**config.mk**
```make
export PLATFORM = sky130hd
export DESIGN_NAME = trace_capture_ctrl
export DESIGN_NICKNAME = d
export VERILOG_FILES = /design/src/rtl/trace_capture_ctrl.sv
export SDC_FILE = /design/constraint.sdc
export NUM_CORES = 1
export LEC_CHECK = 0
export BUFFER_PORTS_ARGS = -buffer_cell sky130_fd_sc_hd__clkbuf_2
export CAP_MARGIN = 5
export CORE_AREA = 4 4 359 361
export CTS_CLUSTER_SIZE = 10
export DETAILED_ROUTE_END_ITERATION = 8
export DIE_AREA = 0 0 363 365
export PLACE_DENSITY_LB_ADDON = 0.1
export SKIP_CTS_REPAIR_TIMING = 1
export SLEW_MARGIN = 15
export SYNTH_ARGS = -nofsm -noshare
export SYNTH_HDL_FRONTEND = slang
export SYNTH_SLANG_ARGS = --single-unit
```
**constraint.sdc**
```tcl
create_clock -name clk -period 22.7 [get_ports clk]
set_input_delay 2.27 -clock clk [delete_from_list [all_inputs] [get_ports clk]]
set_output_delay 2.27 -clock clk [all_outputs]
set_load 0.01 [all_outputs]
```
**src/rtl/trace_capture_ctrl.sv**
```systemverilog
// Trace capture window sequencer: arm / start-PC / stop-PC control with a capture FIFO
// streamed out over valid/ready. Optional per-entry timestamps via TRACE_CAPTURE_TIMESTAMP_EN.
module trace_capture_ctrl #(
    parameter int FIFO_DEPTH    = 16,
    parameter int PC_WIDTH      = 64,
    parameter int INSTR_WIDTH   = 32,
    parameter int OVF_CNT_WIDTH = 16,
    parameter int TS_WIDTH      = 32
) (
    input  logic                     clk,
    input  logic                     rst_n,
    input  logic                     cfg_arm,
    input  logic                     cfg_abort,
    input  logic                     cfg_use_start,
    input  logic [PC_WIDTH-1:0]      cfg_start_addr,
    input  logic [PC_WIDTH-1:0]      cfg_stop_addr,
    input  logic                     pc_valid,
    input  logic [PC_WIDTH-1:0]      pc,
    input  logic [INSTR_WIDTH-1:0]   instr,
    input  logic                     drop_instr,
    output logic                     m_valid,
    input  logic                     m_ready,
`ifdef TRACE_CAPTURE_TIMESTAMP_EN
    output logic [TS_WIDTH+PC_WIDTH+INSTR_WIDTH-1:0] m_data,
`else
    output logic [PC_WIDTH+INSTR_WIDTH-1:0]          m_data,
`endif
    output logic                     m_last,
    output logic [2:0]               state_o,
    output logic                     busy,
    output logic [OVF_CNT_WIDTH-1:0] overflow_count
);

`ifdef TRACE_CAPTURE_TIMESTAMP_EN
    localparam int DATA_W = TS_WIDTH + PC_WIDTH + INSTR_WIDTH;
`else
    localparam int DATA_W = PC_WIDTH + INSTR_WIDTH;
`endif
    localparam int PTR_W = $clog2(FIFO_DEPTH);
    localparam int CNT_W = PTR_W + 1;

    if (FIFO_DEPTH < 4 || (FIFO_DEPTH & (FIFO_DEPTH - 1)) != 0 || TS_WIDTH < 1) begin : g_param_check
        $error("trace_capture_ctrl: FIFO_DEPTH must be a power of 2 >= 4 and TS_WIDTH >= 1");
    end

    typedef enum logic [2:0] {
        IDLE    = 3'd0,
        ARMED   = 3'd1,
        CAPTURE = 3'd2,
        DRAIN   = 3'd3,
        DONE    = 3'd4
    } state_t;

    state_t                 state_q, state_d;
    logic [PTR_W-1:0]       wr_ptr_q, wr_ptr_d;
    logic [PTR_W-1:0]       rd_ptr_q, rd_ptr_d;
    logic [CNT_W-1:0]       count_q, count_d;
    logic [OVF_CNT_WIDTH-1:0] ovf_q, ovf_d;
    logic                   busy_q, busy_d;

    logic [DATA_W-1:0]      data_mem [FIFO_DEPTH];
    logic                   last_mem [FIFO_DEPTH];

    logic                   push_s;
    logic                   push_last_s;
    logic                   pop_s;
    logic                   flush_s;
    logic                   start_hit_s;
    logic                   stop_hit_s;
    logic [DATA_W-1:0]      wr_data_s;

`ifdef TRACE_CAPTURE_TIMESTAMP_EN
    logic [TS_WIDTH-1:0]    ts_q;

    // Free-running timestamp; only reset clears it
    always_ff @(posedge clk) begin
        if (!rst_n) begin
            ts_q <= {TS_WIDTH{1'b0}};
        end else begin
            ts_q <= ts_q + {{(TS_WIDTH-1){1'b0}}, 1'b1};
        end
    end

    assign wr_data_s = {ts_q, pc, instr};
`else
    assign wr_data_s = {pc, instr};
`endif

    assign start_hit_s = pc_valid && (pc == cfg_start_addr);
    assign stop_hit_s  = pc_valid && (pc == cfg_stop_addr);
    assign pop_s       = (count_q != {CNT_W{1'b0}}) && m_ready;

    // Next-state, push decision and overflow accounting
    always_comb begin
        state_d     = state_q;
        push_s      = 1'b0;
        push_last_s = 1'b0;
        flush_s     = 1'b0;
        ovf_d       = ovf_q;
        if (cfg_abort) begin
            state_d = IDLE;
            flush_s = 1'b1;
        end else if (cfg_arm && (state_q == IDLE || state_q == DONE)) begin
            ovf_d   = {OVF_CNT_WIDTH{1'b0}};
            state_d = cfg_use_start ? ARMED : CAPTURE;
        end else begin
            case (state_q)
                ARMED: begin
                    // The FIFO is always empty here, so the start entry always fits
                    if (start_hit_s) begin
                        push_s  = 1'b1;
                        state_d = CAPTURE;
                    end else begin
                        state_d = ARMED;
                    end
                end
                CAPTURE: begin
                    // Kept entries stop one short of full so the stop entry always fits
                    if (stop_hit_s) begin
                        push_s      = 1'b1;
                        push_last_s = 1'b1;
                        state_d     = DRAIN;
                    end else if (pc_valid && !drop_instr) begin
                        if (count_q < CNT_W'(FIFO_DEPTH - 1)) begin
                            push_s = 1'b1;
                        end else if (ovf_q != {OVF_CNT_WIDTH{1'b1}}) begin
                            ovf_d = ovf_q + {{(OVF_CNT_WIDTH-1){1'b0}}, 1'b1};
                        end else begin
                            ovf_d = ovf_q;
                        end
                    end else begin
                        state_d = CAPTURE;
                    end
                end
                DRAIN: begin
                    if (pop_s && last_mem[rd_ptr_q]) begin
                        state_d = DONE;
                    end else begin
                        state_d = DRAIN;
                    end
                end
                default: begin
                    state_d = state_q;
                end
            endcase
        end
    end

    // FIFO pointer and occupancy update
    always_comb begin
        wr_ptr_d = wr_ptr_q;
        rd_ptr_d = rd_ptr_q;
        count_d  = count_q;
        if (flush_s) begin
            wr_ptr_d = {PTR_W{1'b0}};
            rd_ptr_d = {PTR_W{1'b0}};
            count_d  = {CNT_W{1'b0}};
        end else begin
            wr_ptr_d = wr_ptr_q + {{(PTR_W-1){1'b0}}, push_s};
            rd_ptr_d = rd_ptr_q + {{(PTR_W-1){1'b0}}, pop_s};
            count_d  = count_q + {{(CNT_W-1){1'b0}}, push_s} - {{(CNT_W-1){1'b0}}, pop_s};
        end
        busy_d = (state_d == ARMED) || (state_d == CAPTURE) || (state_d == DRAIN);
    end

    // Control registers
    always_ff @(posedge clk) begin
        if (!rst_n) begin
            state_q  <= IDLE;
            wr_ptr_q <= {PTR_W{1'b0}};
            rd_ptr_q <= {PTR_W{1'b0}};
            count_q  <= {CNT_W{1'b0}};
            ovf_q    <= {OVF_CNT_WIDTH{1'b0}};
            busy_q   <= 1'b0;
        end else begin
            state_q  <= state_d;
            wr_ptr_q <= wr_ptr_d;
            rd_ptr_q <= rd_ptr_d;
            count_q  <= count_d;
            ovf_q    <= ovf_d;
            busy_q   <= busy_d;
        end
    end

    // FIFO storage; contents are don't-care while the FIFO is empty
    always_ff @(posedge clk) begin
        if (push_s) begin
            data_mem[wr_ptr_q] <= wr_data_s;
            last_mem[wr_ptr_q] <= push_last_s;
        end
    end

    assign m_valid        = (count_q != {CNT_W{1'b0}});
    assign m_data         = m_valid ? data_mem[rd_ptr_q] : {DATA_W{1'b0}};
    assign m_last         = m_valid & last_mem[rd_ptr_q];
    assign state_o        = state_q;
    assign busy           = busy_q;
    assign overflow_count = ovf_q;

endmodule

```
Word level (Yosys, flattened, before mapping). Memories as Yosys holds them, arrays and structs flattened. A register that Yosys moved wholly into a read port is not among the register bits. Cells that the tools add are included. Widths: inputs -> output; s select.

Bits in registers: 33. Memories: 2. Bits of input ports: 232. Logic and storage cells: 77. Output and inout port bits: 118. Bits in writable memories: 1552.

Memories: data_mem (words 16, width 96, read ports 1, clocked after memory_dff 1, write ports 1, RTL line 61) `logic [DATA_W-1:0] data_mem [FIFO_DEPTH];`; last_mem (words 16, width 1, read ports 1, clocked after memory_dff 1, write ports 1, RTL line 62) `logic last_mem [FIFO_DEPTH];`.

Mux-type cells: 31. Equal/unequal tests: 12. Reduce and logical (&&, ||, !) cells: 17. Magnitude comparators: 1. Bitwise logic cells: 3. Add/sub/neg operators: 5.

Operators with widths (count): $eq 64x64->1 (2); $mux 16 (6); $mux 96 (1); $add 16x1->16 const B (1); $ne 16x16->1 const B (1); $mux 3 (5); $mux 1 (13); $eq 3x2->1 const B (4); $pmux 3 s3 (1); $add 4x1->4 (2); $mux 4 (2); $eq 3x1->1 const B (2); $logic_and 1x1->1 (6); $reduce_and 6->1 (1); $reduce_bool 2->1 (3); $add 5x1->5 (1); $lt 5x4->1 const B (1); $reduce_bool 5->1 (1); $sub 5x1->5 (1); $mux 2 (2); $eq 3x3->1 const B (1); $logic_not 3->1 (1); $logic_or 1x1->1 (3); $ne 2x1->1 const B (1); other kinds (6) (7).

Longest topological paths before layout.
Depth in word-level cells: 10. Mapped depth: 16. Depth with buffers taken out: 16.

Least setup slack after synthesis. OpenSTA, ideal clock, no wires.

Path kind: input to register. Start: in cfg_stop_addr[51]. End: mem data_mem[0][0] in the netlist's numbering, enable pin. Setup time: 0.791 ns. Buffers on the path: 1. Slack: 9.008 ns. Required time: 21.909 ns. Arrival time: 12.902 ns. Stages: 8. Path through: nor2b_1 -> a2111o_1 -> nor4_2 -> nand3_2 -> nor3_4 -> nor3_2 -> buf_6 -> nor4_1.

Cells in the longest elaborated chain, start to end: 8.

RTL lines: start: declaration (RTL line 16) `input logic [PC_WIDTH-1:0] cfg_stop_addr,`; $eq 64x64->1 (RTL line 90) `assign stop_hit_s = pc_valid && (pc == cfg_stop_addr);`; $logic_and 1x1->1 (RTL line 90); $mux 1 (RTL line 119) `if (stop_hit_s) begin`; $pmux 1 s2 (RTL line 107) `case (state_q)`; $mux 1 (RTL line 103) `end else if (cfg_arm && (state_q == IDLE || state_q == DONE)) begin`; $mux 1 (RTL line 100) `if (cfg_abort) begin`; $mux 1 (RTL line 187) `if (push_s) begin`; $mux 1 (implied by the code) (RTL line 188) `data_mem[wr_ptr_q] <= wr_data_s;`; end: declaration (RTL line 61).

No other way between the ends.

==> flow_summary_export.csv <==
group,metric,value,unit
run_status,status,"finished, final reports clean",
timing,drv_slew,0,
logic_synthesis,yosysSeqAreaShare,75.83,%
global_routing,met1_usage,34.80,%
logic_synthesis,synth_area_leaders,"edfxtp_1 75%, mux4_2 17%, and2_1 1.1%",
floorplan,die_h,365,um
timing,hold_viol,0,
floorplan,core,125400,sq um
timing,setup_viol,0,
place,dp.cells,4667,
logic_synthesis,syn_area_per_cell,22.81,sq um
route,drt_iter0_drc,3258,
place,placed_area,66250,sq um
run,max-cap-violations,0,
floorplan,start_util,49.70,%
logic_synthesis,synth-edff-count,1552,
timing,rsz0062_at_grt,"false",
cells_and_area,final_cell_count_no_fill,4905,
clocking,clk_pin_slew_worst_paths,50,ps
global_routing,grtUsageTotal,25.19,%
min_path,hp-class,"reg2reg",
cells_and_area,final_core_util,56.73,%
worst_setup_path,critPathArrivalTime,5680,ps
timing,fmax,125.8,MHz
logic_synthesis,netlist_top_cells_count,"1552 x edfxtp_1, 484 x mux4_2, 108 x and2_1",
timing,slew_headroom,21.55,%
cells_and_area,final_nets,3443,
worst_setup_path,critPathMaxFanout,46,
cells_and_area,fin_area,71140,sq um
route,vias,30554,
clocking,clock-sinks,1585,
worst_setup_path,cp-end-kind,"primary output",
global_routing,grt_overflow,0,
global_routing,grt_pass1_wl,235600,um
timing,worst_slew_pin_slew,1177,ps
logic_synthesis,yosys_warnings,0,
logic_synthesis,syn-instance-count,2733,
worst_setup_path,critPathKind,"reg2out",
clocking,cts_root_buffer,"clkbuf_16",
place,dp.final_hpwl,93910,um
clocking,clk_latency,790,ps
timing,fin_skew,27.83,ps
logic_synthesis,ys_seq_elements,1585,
place,port_buffers,349,
global_routing,antenna_found_initial,6,
pwr,powerDensity,92.18,nW/um^2
cells_and_area,drive_gt1_share,34.46,%
timing,fin_setup_tns,0,ps
timing,fin_ws,14750,ps
logic_synthesis,synth.net_count,2979,
place,gp_congestion,1.011,
cells_and_area,syn_to_final_growth,14.13,%
floorplan,die_width,363,um
logic_synthesis,netlist_area,62330,sq um
timing,period_needed,7951,ps
route,routedWlPerCell,33.38,um
logic_synthesis,synth.most_common_cell,"edfxtp_1",
worst_setup_path,worstPathRequired,20430,ps
global_routing,met2_usage,41.99,%
logic_synthesis,ys_types,54,
logic_synthesis,ys_async_sr_fraction,0,%
clocking,ctsLongestPathBuffers,3,
clocking,cts_tree,"done",
global_routing,grt_pass1_vias,32672,
global_routing,grt_max_degree,176,
logic_synthesis,synth_area_leader_cell,"edfxtp_1",
floorplan,die_area,132500,sq um
clocking,cts_buffers,178,
place,dp_slack,15340,ps
route,drc_errors,0,
route,firstDrtPassIters,5,
timing,period_share,35.03,%
global_routing,busiest_layer,"met2",
pwr,ir_drop,0.09026,mV
pwr,p_leak,22.08,nW
global_routing,use_met3,4.554,%
logic_synthesis,ys.flop_type,"edfxtp_1",
floorplan,io_pins,350,
floorplan,rows,130,
worst_setup_path,crit_path_start_kind,"flop",
logic_synthesis,netlist.area_leader.share,74.77,%
route,wl,163700,um
route,via_per_inst,6.229,
clocking,h-tree-depth,4,
route,detail-route-antenna-nets,0,
## flip-flops by register name (all words and copies together), names as in the netlist
signal          cells
wr_ptr_q            4
overflow_count     16
last_mem           16
count_q             5
state_o             3
data_mem         1536
rd_ptr_q            4
busy                1
## kinds of logic after synthesis
logic type	count (synthesis)	share of synthesized area [%]
compound gates	61	0.7046
simple gates	318	3.013
buf+inv	155	1.030
fa+ha+maj	14	0.2931
mux	490	17.58
flops	1585	75.83
xor+xnor	110	1.546
## power by group
part	internal (mW)	total (mW)	switching, mW
combinational	0.342	0.834	0.492
sequential	3.22	3.23	0.0115
clock	1.43	2.50	1.07
total	4.98	6.56	1.57
## stage by stage
| stage | hold WS, ps | power, mW |
|---|---|---|
| detailed placement | 501.0 | 4.144 |
| global placement | 487.0 | 4.137 |
| finish | 508.8 | 6.557 |
| CTS | 513.4 | 6.641 |
| global route | 525.8 | 6.809 |
| floorplan | 494.4 | 3.761 |
## layout by cell type (no fill, tap or decap), types with 13 or more instances in the layout
| cell type | Yosys | layout |
|---|---|---|
| ha_1 | 13 | 13 |
| mux4_2 | 484 | 484 |
| dfxtp_1 | 33 | 29 |
| nor2_1 | 23 | 23 |
| nor4_2 | 2 | 19 |
| a21oi_1 | 16 | 16 |
| nand4_1 | 32 | 32 |
| inv_1 | 27 | 26 |
| xnor2_1 | 62 | 62 |
| clkbuf_1 | 82 | 40 |
| clkbuf_16 | 0 | 178 |
| edfxtp_1 | 1552 | 1552 |
| nor4_1 | 33 | 16 |
| nand2_1 | 28 | 28 |
| clkbuf_2 | 0 | 349 |
| buf_4 | 0 | 59 |
| nand3_1 | 16 | 16 |
| nor2b_1 | 14 | 14 |
| nand2b_1 | 34 | 34 |
| xor2_1 | 48 | 48 |
| and2_1 | 108 | 108 |
## per-layer routing
| layer | part of all wire [%] | routed length, um | up-vias |
|---|---|---|---|
| met3 | 7.1 | 11610 | 219 |
| met1 | 41 | 66410 | 16566 |
| li1 | - | - | 12446 |
| met5 | 0.0079 | 13 | - |
| met4 | 2.5 | 4018 | 2 |
| met2 | 50 | 81680 | 1321 |
## layout make-up
cell class / count / area, sq um
sequential: 1585 / 47280
tap: 1650 / 2064
inverter: 27 / 103.9
clock buffer: 218 / 4604
clock inverter: 18 / 281.5
multi-input combinational: 993 / 14530
timing repair buffer: 412 / 2270
fill: 9255 / 54270
antenna: 2 / 5.005
## worst paths after layout
check,cells after the start,end,slack (ps),from
max,7,m_data[88],14750,rd_ptr_q[0]$_SDFF_PP0_
min,2,overflow_count[10]$_SDFFE_PN0P_,510,overflow_count[10]$_SDFFE_PN0P_
max reg2reg,9,busy$_SDFF_PN0_,18000,rd_ptr_q[0]$_SDFF_PP0_
min reg2reg,2,overflow_count[10]$_SDFFE_PN0P_,510,overflow_count[10]$_SDFFE_PN0P_
## critical path, cell delays in order (launching register included)
cell      delay [ps]
dfxtp_4          820
buf_4            770
buf_4            870
buf_4            750
mux4_2           630
mux4_2           490
and2_1           170
clkbuf_2         130
Power figures use the tool's default switching activity.
